--- config.mk ---
export PLATFORM = sky130hd
export DESIGN_NAME = i2c_sequencer
export DESIGN_NICKNAME = d
export VERILOG_FILES = /design/src/rtl/i2c_pkg.sv /design/src/rtl/i2c_cmd_fifo.sv /design/src/rtl/i2c_sequencer.sv
export SDC_FILE = /design/constraint.sdc
export NUM_CORES = 1
export LEC_CHECK = 0
export BUFFER_PORTS_ARGS = -buffer_cell sky130_fd_sc_hd__buf_2
export CAP_MARGIN = 20
export CORE_ASPECT_RATIO = 0.75
export CORE_MARGIN = 3
export CORE_UTILIZATION = 55
export DETAILED_ROUTE_END_ITERATION = 8
export GPL_TIMING_DRIVEN = 0
export PLACE_DENSITY = 0.78
export SETUP_SLACK_MARGIN = 0.4
export SLEW_MARGIN = 40
export SYNTH_ARGS = -nofsm -noshare
export SYNTH_HDL_FRONTEND = slang
export SYNTH_SLANG_ARGS = --single-unit
--- constraint.sdc ---
create_clock -name clock -period 4.8 [get_ports clock]
set_input_delay 0 -clock clock [delete_from_list [all_inputs] [get_ports clock]]
set_output_delay 0 -clock clock [all_outputs]
set_load 0.03 [all_outputs]
--- src/rtl/i2c_pkg.sv ---
// Shared definitions for the I2C command sequencer: flag bit positions,
// command entry layout, FSM encoding and the control fields used while parking.
package i2c_pkg;

  localparam int FLAG_START     = 3;
  localparam int FLAG_STOP      = 2;
  localparam int FLAG_READ      = 1;
  localparam int FLAG_DRIVE_ACK = 0;

  localparam int CMD_W = 12;

  typedef struct packed {
    logic [3:0] flags;
    logic [7:0] data;
  } cmd_t;

  typedef enum logic {
    ST_IDLE = 1'b0,
    ST_RUN  = 1'b1
  } seq_state_t;

  // Presented for the one cycle in which the engine is about to be parked
  localparam logic [7:0] IDLE_WRITE_BYTE = 8'hFF;
  localparam logic [3:0] IDLE_FLAGS      = 4'b1000;
  localparam cmd_t       IDLE_CMD        = '{flags: IDLE_FLAGS, data: IDLE_WRITE_BYTE};

endpackage

--- src/rtl/i2c_cmd_fifo.sv ---
// Synchronous command FIFO with a look-ahead head output, full/empty flags,
// occupancy level and a synchronous flush that wins over a same-cycle push.
module i2c_cmd_fifo #(
  parameter int DEPTH = 4,
  parameter int WIDTH = 12
) (
  input  logic                     clock,
  input  logic                     nreset,
  input  logic                     push,
  input  logic [WIDTH-1:0]         push_data,
  input  logic                     pop,
  input  logic                     flush,
  output logic [WIDTH-1:0]         head,
  output logic                     full,
  output logic                     empty,
  output logic [$clog2(DEPTH):0]   level
);

  localparam int AW = $clog2(DEPTH);

  logic [WIDTH-1:0] mem [DEPTH];
  logic [AW:0]      wr_ptr;
  logic [AW:0]      rd_ptr;

  // NOTE: the storage array is deliberately not reset; the pointers alone
  // decide which entries are valid, so clearing the data would buy nothing.
  always_ff @(posedge clock) begin
    if (push && !full) mem[wr_ptr[AW-1:0]] <= push_data;
  end

  always_ff @(posedge clock or negedge nreset) begin
    if (!nreset) begin
      wr_ptr <= '0;
      rd_ptr <= '0;
    end else if (flush) begin
      wr_ptr <= '0;
      rd_ptr <= '0;
    end else begin
      if (push && !full) wr_ptr <= wr_ptr + 1'b1;
      if (pop && !empty) rd_ptr <= rd_ptr + 1'b1;
    end
  end

  // Extra pointer bit distinguishes a full ring from an empty one
  assign empty = (wr_ptr == rd_ptr);
  assign full  = (wr_ptr[AW] != rd_ptr[AW]) && (wr_ptr[AW-1:0] == rd_ptr[AW-1:0]);
  assign level = wr_ptr - rd_ptr;
  assign head  = mem[rd_ptr[AW-1:0]];

endmodule

--- src/rtl/i2c_sequencer.sv ---
// Feeds queued byte commands to the I2C byte engine and returns per-byte results.
// Optional macro I2C_SEQ_NACK_ABORT_EN: a write NACK flushes the queue and blocks pushes until clr.
module i2c_sequencer
  import i2c_pkg::*;
#(
  parameter int DEPTH = 4
) (
  input  logic                   clock,
  input  logic                   nreset,
  input  logic                   cmd_valid,
  output logic                   cmd_ready,
  input  logic [7:0]             cmd_byte,
  input  logic [3:0]             cmd_flags,
  output logic                   res_valid,
  output logic [7:0]             res_byte,
  output logic                   res_ack,
  output logic                   nack_seen,
  input  logic                   clr,
  output logic                   busy,
  output logic [$clog2(DEPTH):0] level,
  output logic                   eng_nreset,
  output logic [7:0]             eng_write_byte,
  output logic                   eng_read_mode,
  output logic                   eng_drive_ack,
  output logic                   eng_do_start,
  output logic                   eng_do_stop,
  input  logic [7:0]             eng_read_byte,
  input  logic                   eng_ack,
  input  logic                   eng_finished
);

  seq_state_t state, state_nxt;
  cmd_t       cur, cur_nxt, head, cmd_in, ctrl;
  logic       eng_nreset_nxt;
  logic       full, empty, push, pop;
  logic       byte_done, write_nack, abort_hit;

  assign byte_done  = (state == ST_RUN) && eng_finished;
  assign write_nack = byte_done && eng_ack && !cur.flags[FLAG_READ];

`ifdef I2C_SEQ_NACK_ABORT_EN
  logic aborted;

  assign abort_hit = write_nack;
  assign cmd_ready = !full && !aborted;

  always_ff @(posedge clock or negedge nreset) begin
    if (!nreset)        aborted <= 1'b0;
    else if (abort_hit) aborted <= 1'b1;
    else if (clr)       aborted <= 1'b0;
  end
`else
  assign abort_hit = 1'b0;
  assign cmd_ready = !full;
`endif

  assign push   = cmd_valid && cmd_ready;
  assign cmd_in = '{flags: cmd_flags, data: cmd_byte};
  assign busy   = (state == ST_RUN) || !empty;

  i2c_cmd_fifo #(
    .DEPTH (DEPTH),
    .WIDTH (CMD_W)
  ) u_fifo (
    .clock     (clock),
    .nreset    (nreset),
    .push      (push),
    .push_data (cmd_in),
    .pop       (pop),
    .flush     (abort_hit),
    .head      (head),
    .full      (full),
    .empty     (empty),
    .level     (level)
  );

  // NOTE: every output of this block gets a default first, so no path can
  // leave one unassigned and infer a latch.
  always_comb begin
    state_nxt      = state;
    cur_nxt        = cur;
    eng_nreset_nxt = eng_nreset;
    pop            = 1'b0;
    unique case (state)
      ST_IDLE: begin
        if (!empty) begin
          pop            = 1'b1;
          cur_nxt        = head;
          eng_nreset_nxt = 1'b1;
          state_nxt      = ST_RUN;
        end
      end
      ST_RUN: begin
        if (eng_finished) begin
          if (abort_hit || empty) begin
            eng_nreset_nxt = 1'b0;
            state_nxt      = ST_IDLE;
          end else begin
            pop     = 1'b1;
            cur_nxt = head;
          end
        end
      end
      default: state_nxt = ST_IDLE;
    endcase
  end

  // The engine samples its next controls on the edge that ends a byte, so
  // during that cycle it must already see what cur is about to become.
  always_comb begin
    ctrl = cur;
    if (byte_done) ctrl = empty ? IDLE_CMD : head;
  end

  assign eng_write_byte = ctrl.data;
  assign eng_do_start   = ctrl.flags[FLAG_START];
  assign eng_do_stop    = ctrl.flags[FLAG_STOP];
  assign eng_read_mode  = ctrl.flags[FLAG_READ];
  assign eng_drive_ack  = ctrl.flags[FLAG_DRIVE_ACK];

  // NOTE: state is updated with non-blocking assignments so every register
  // here samples pre-edge values regardless of statement order.
  always_ff @(posedge clock or negedge nreset) begin
    if (!nreset) begin
      state      <= ST_IDLE;
      cur        <= '0;
      eng_nreset <= 1'b0;
      res_valid  <= 1'b0;
      res_byte   <= '0;
      res_ack    <= 1'b0;
      nack_seen  <= 1'b0;
    end else begin
      state      <= state_nxt;
      cur        <= cur_nxt;
      eng_nreset <= eng_nreset_nxt;
      res_valid  <= byte_done;
      if (byte_done) begin
        res_byte <= eng_read_byte;
        res_ack  <= eng_ack;
      end
      if (write_nack) nack_seen <= 1'b1;
      else if (clr)   nack_seen <= 1'b0;
    end
  end

endmodule

==> reports/qor.yml <==
yosys:
  synth-main-ff-cell: "edfxtp_1"
  yosysWarnings: 0
  netlist_top_cells_count: "48 x edfxtp_1, 32 x nand2_1, 31 x dfrtp_1, 14 x mux2_2"
  syn-cell-area_sq_um: 3230
  yosysUniqueCellTypes: 29
  synth_top_area_share_pct: 44.6
  yosysMostFrequentCell: "edfxtp_1"
  synth_area_leaders: "edfxtp_1 45%, dfrtp_1 24%, mux4_2 8.4%, mux2_2 4.9%, nand2_1 3.7%"
  syn_inst: 198
  synth-edff-count: 48
  yosysTopAreaCell: "edfxtp_1"
  async_reset_ff_share_pct: 39.2
  ys_seq_elements: 79
  ys_seq_area_share_pct: 68.6
  syn-num-nets: 232
  avgSynthCellArea_sq_um: 16.3
clock_tree:
  clkSlewWorstSetupHoldPaths_ns: 0.08
  cts_root_buf: "clkbuf_8"
  cts_sinks: 79
  cts_buffer_depth: 2
  cts_hold_buf: 24
  postCtsSetupBuffers: 0
  cts_resized: 0
  cts_tree: "yes"
  cts-buffers-inserted: 9
  clk_latency_ns: 0.35
  htree_num_levels: 3
grt:
  overflow: 0
  grt_pass1_vias: 1963
  grt_antenna_before_repair: 0
  grt_first_pass_wirelength_mm: 9.49
  gr-usage-all-layers_pct: 19.1
  grt_max_degree: 32
timing:
  slew_violations: 0
  fin_ws_ns: 1.62
  tns_ns: 0
  rsz0062_at_grt: "false"
  post-route-min-period_ns: 3.18
  setup_violations: 0
  clock_skew_ns: 0.00745
  finalCritPeriodShare_pct: 66.3
  relSlewSlack_pct: 54.5
  worst_pin_slew_ns: 0.683
  hold_violations: 0
  fmax_mhz: 314
route:
  via_per_inst: 5.17
  first_pass_iters: 4
  routed_wl_mm: 5.83
  drt_iter0_drc: 135
  ant_nets: 0
  vias: 1896
  drc: 0
  wire_per_inst_um: 15.9
setup_path:
  cpPeakStageDelay_ns: 0.55
  cp.required_ns: 4.80
  crit_path_frequent_cell: "buf_2"
  critical_path_class: "flip-flop to primary output"
  end_kind: "primary output"
  cp-start-kind: "flip-flop"
  crit_family: "buffers and inverters"
  cp_cell_sequence: "clkbuf_1 -> inv_1 -> ha_1 -> nand2_1 -> o21ai_0 -> buf_2 -> o22a_1 -> buf_2"
  cp.buffers_inverters: 4
  critPathMaxFanout: 10
  slowest_stage: "dfrtp_1"
  arrival_ns: 3.18
layout:
  drive_above_1_share_pct: 34.9
  diodes: 0
  syn_to_final_growth_pct: 24.6
  finalNetCount: 321
run_status:
  outcome: "finished clean"
floorplan:
  initial_core_util_pct: 58.8
  dieArea_sq_um: 6840
  core_sq_um: 5500
  die_y_um: 72.4
  die_w_um: 94.5
  pin_count: 55
  row_count: 23
placed_design:
  port_buffers: 54
  dp_hpwl_mm: 3.79
  dp_slack_ns: 1.86
  gp_congestion: 0.706
power_and_ir_drop:
  p_total_mw: 2.84
  p_leak_nw: 1.64
  power_density_nw_per_um2: 707
  vdd_drop_max_mv: 0.411
worst_hold_path:
  timing.hold.worst.class: "input port to flip-flop"
job:
  maxCapViolations: 0
==> state kept, by name (all words and copies together) (netlist names), 3 cells and up <==
name	flops
res_byte	8
u_fifo.wr_ptr	3
u_fifo.mem	48
u_fifo.rd_ptr	3
cur	12
==> cells by family (layout without fill, tap and decap cells) <==
| group | after synthesis | count (layout) | synth area share [%] |
|---|---|---|---|
| DFF | 79 | 79 | 68.6 |
| adders and majority gates | 8 | 8 | 3.33 |
| xor gates and xnor gates | 6 | 6 | 2.21 |
| muxes | 26 | 26 | 13.2 |
| and+or+nand+nor | 39 | 39 | 5.00 |
| buffers and inverters | 19 | 113 | 2.59 |
| AOI/OAI and AO/OA | 21 | 21 | 5.00 |
==> cell usage in the layout, fill, tap and decap left out, types with 3 or more instances in the layout <==
master | netlist | layout
and2_1 | 3 | 3
buf_2 | 1 | 55
clkbuf_1 | 3 | 4
clkbuf_8 | 0 | 9
dfrtp_1 | 31 | 31
dlygate4sd3_1 | 0 | 24
edfxtp_1 | 48 | 48
ha_1 | 7 | 7
inv_1 | 12 | 12
mux2_2 | 14 | 14
mux4_2 | 12 | 12
nand2_1 | 32 | 32
o21ai_0 | 5 | 5
o22a_1 | 9 | 9
xnor2_1 | 3 | 3
==> path summary, 6_finish.rpt <==
kind	startpoint	to	slack, ns	cells after the start
max in group asynchronous	nreset	cur[3]	4.14	2
worst max-delay path	u_fifo.rd_ptr[1]	eng_write_byte[6]	1.62	8
min in group asynchronous	nreset	eng_nreset	0.23	2
worst min-delay path	cmd_valid	u_fifo.wr_ptr[0]	0.06	4
worst max register to register	u_fifo.rd_ptr[1]	u_fifo.mem[2][10]	1.89	5
worst min register to register	res_byte[1]	res_byte[1]	0.48	2
==> worst reg2reg max path: cells and delay by family (launching register included) <==
| kind | cells | cell delay [ns] |
|---|---|---|
| AOI/OAI and AO/OA | 1 | 0.36 |
| buffers and inverters | 2 | 0.62 |
| and+or+nand+nor | 1 | 0.62 |
| adders and majority gates | 1 | 0.39 |
| DFF | 1 | 0.55 |
==> stage by stage <==
stage          utilization [%]  instances  cell area [sq um]  hold slack (ns)
5_1_grt                   73.2        367               4020           0.0560
3_5_place_dp              65.7        327               3610           0.0896
6_report                  73.2        367               4020           0.0554
4_1_cts                   73.2        367               4020           0.0367
3_3_place_gp              65.4        327               3590           0.0895
2_1_floorplan                -        198               3230           -0.296
==> final cells by class <==
cell class,instances,area [sq um]
plain buffers,6,35.0
flip-flops and latches,79,2220
clock buffers,10,128
fillers,359,1470
multi-input cells,100,945
repair buffers,78,510
well taps,75,93.8
inverters,13,48.8
clock inverters,6,46.3
==> power by group <==
part           internal [mW]  switching (mW)  total [mW]
sequential             0.950           0.116        1.07
clock                  0.190           0.235       0.424
combinational          0.525           0.829        1.35
total                   1.66            1.18        2.84
==> metal layers <==
metal / vias up / wire length, um / GRT usage [%]
met2: 51 / 2700 / 30.3
met5: - / 0 / 0
met4: 0 / 73 / 6.72
met3: 8 / 297 / 6.01
li1: 910 / - / -
met1: 927 / 2760 / 25.2
Note: power is estimated with default switching activity, not from simulation.
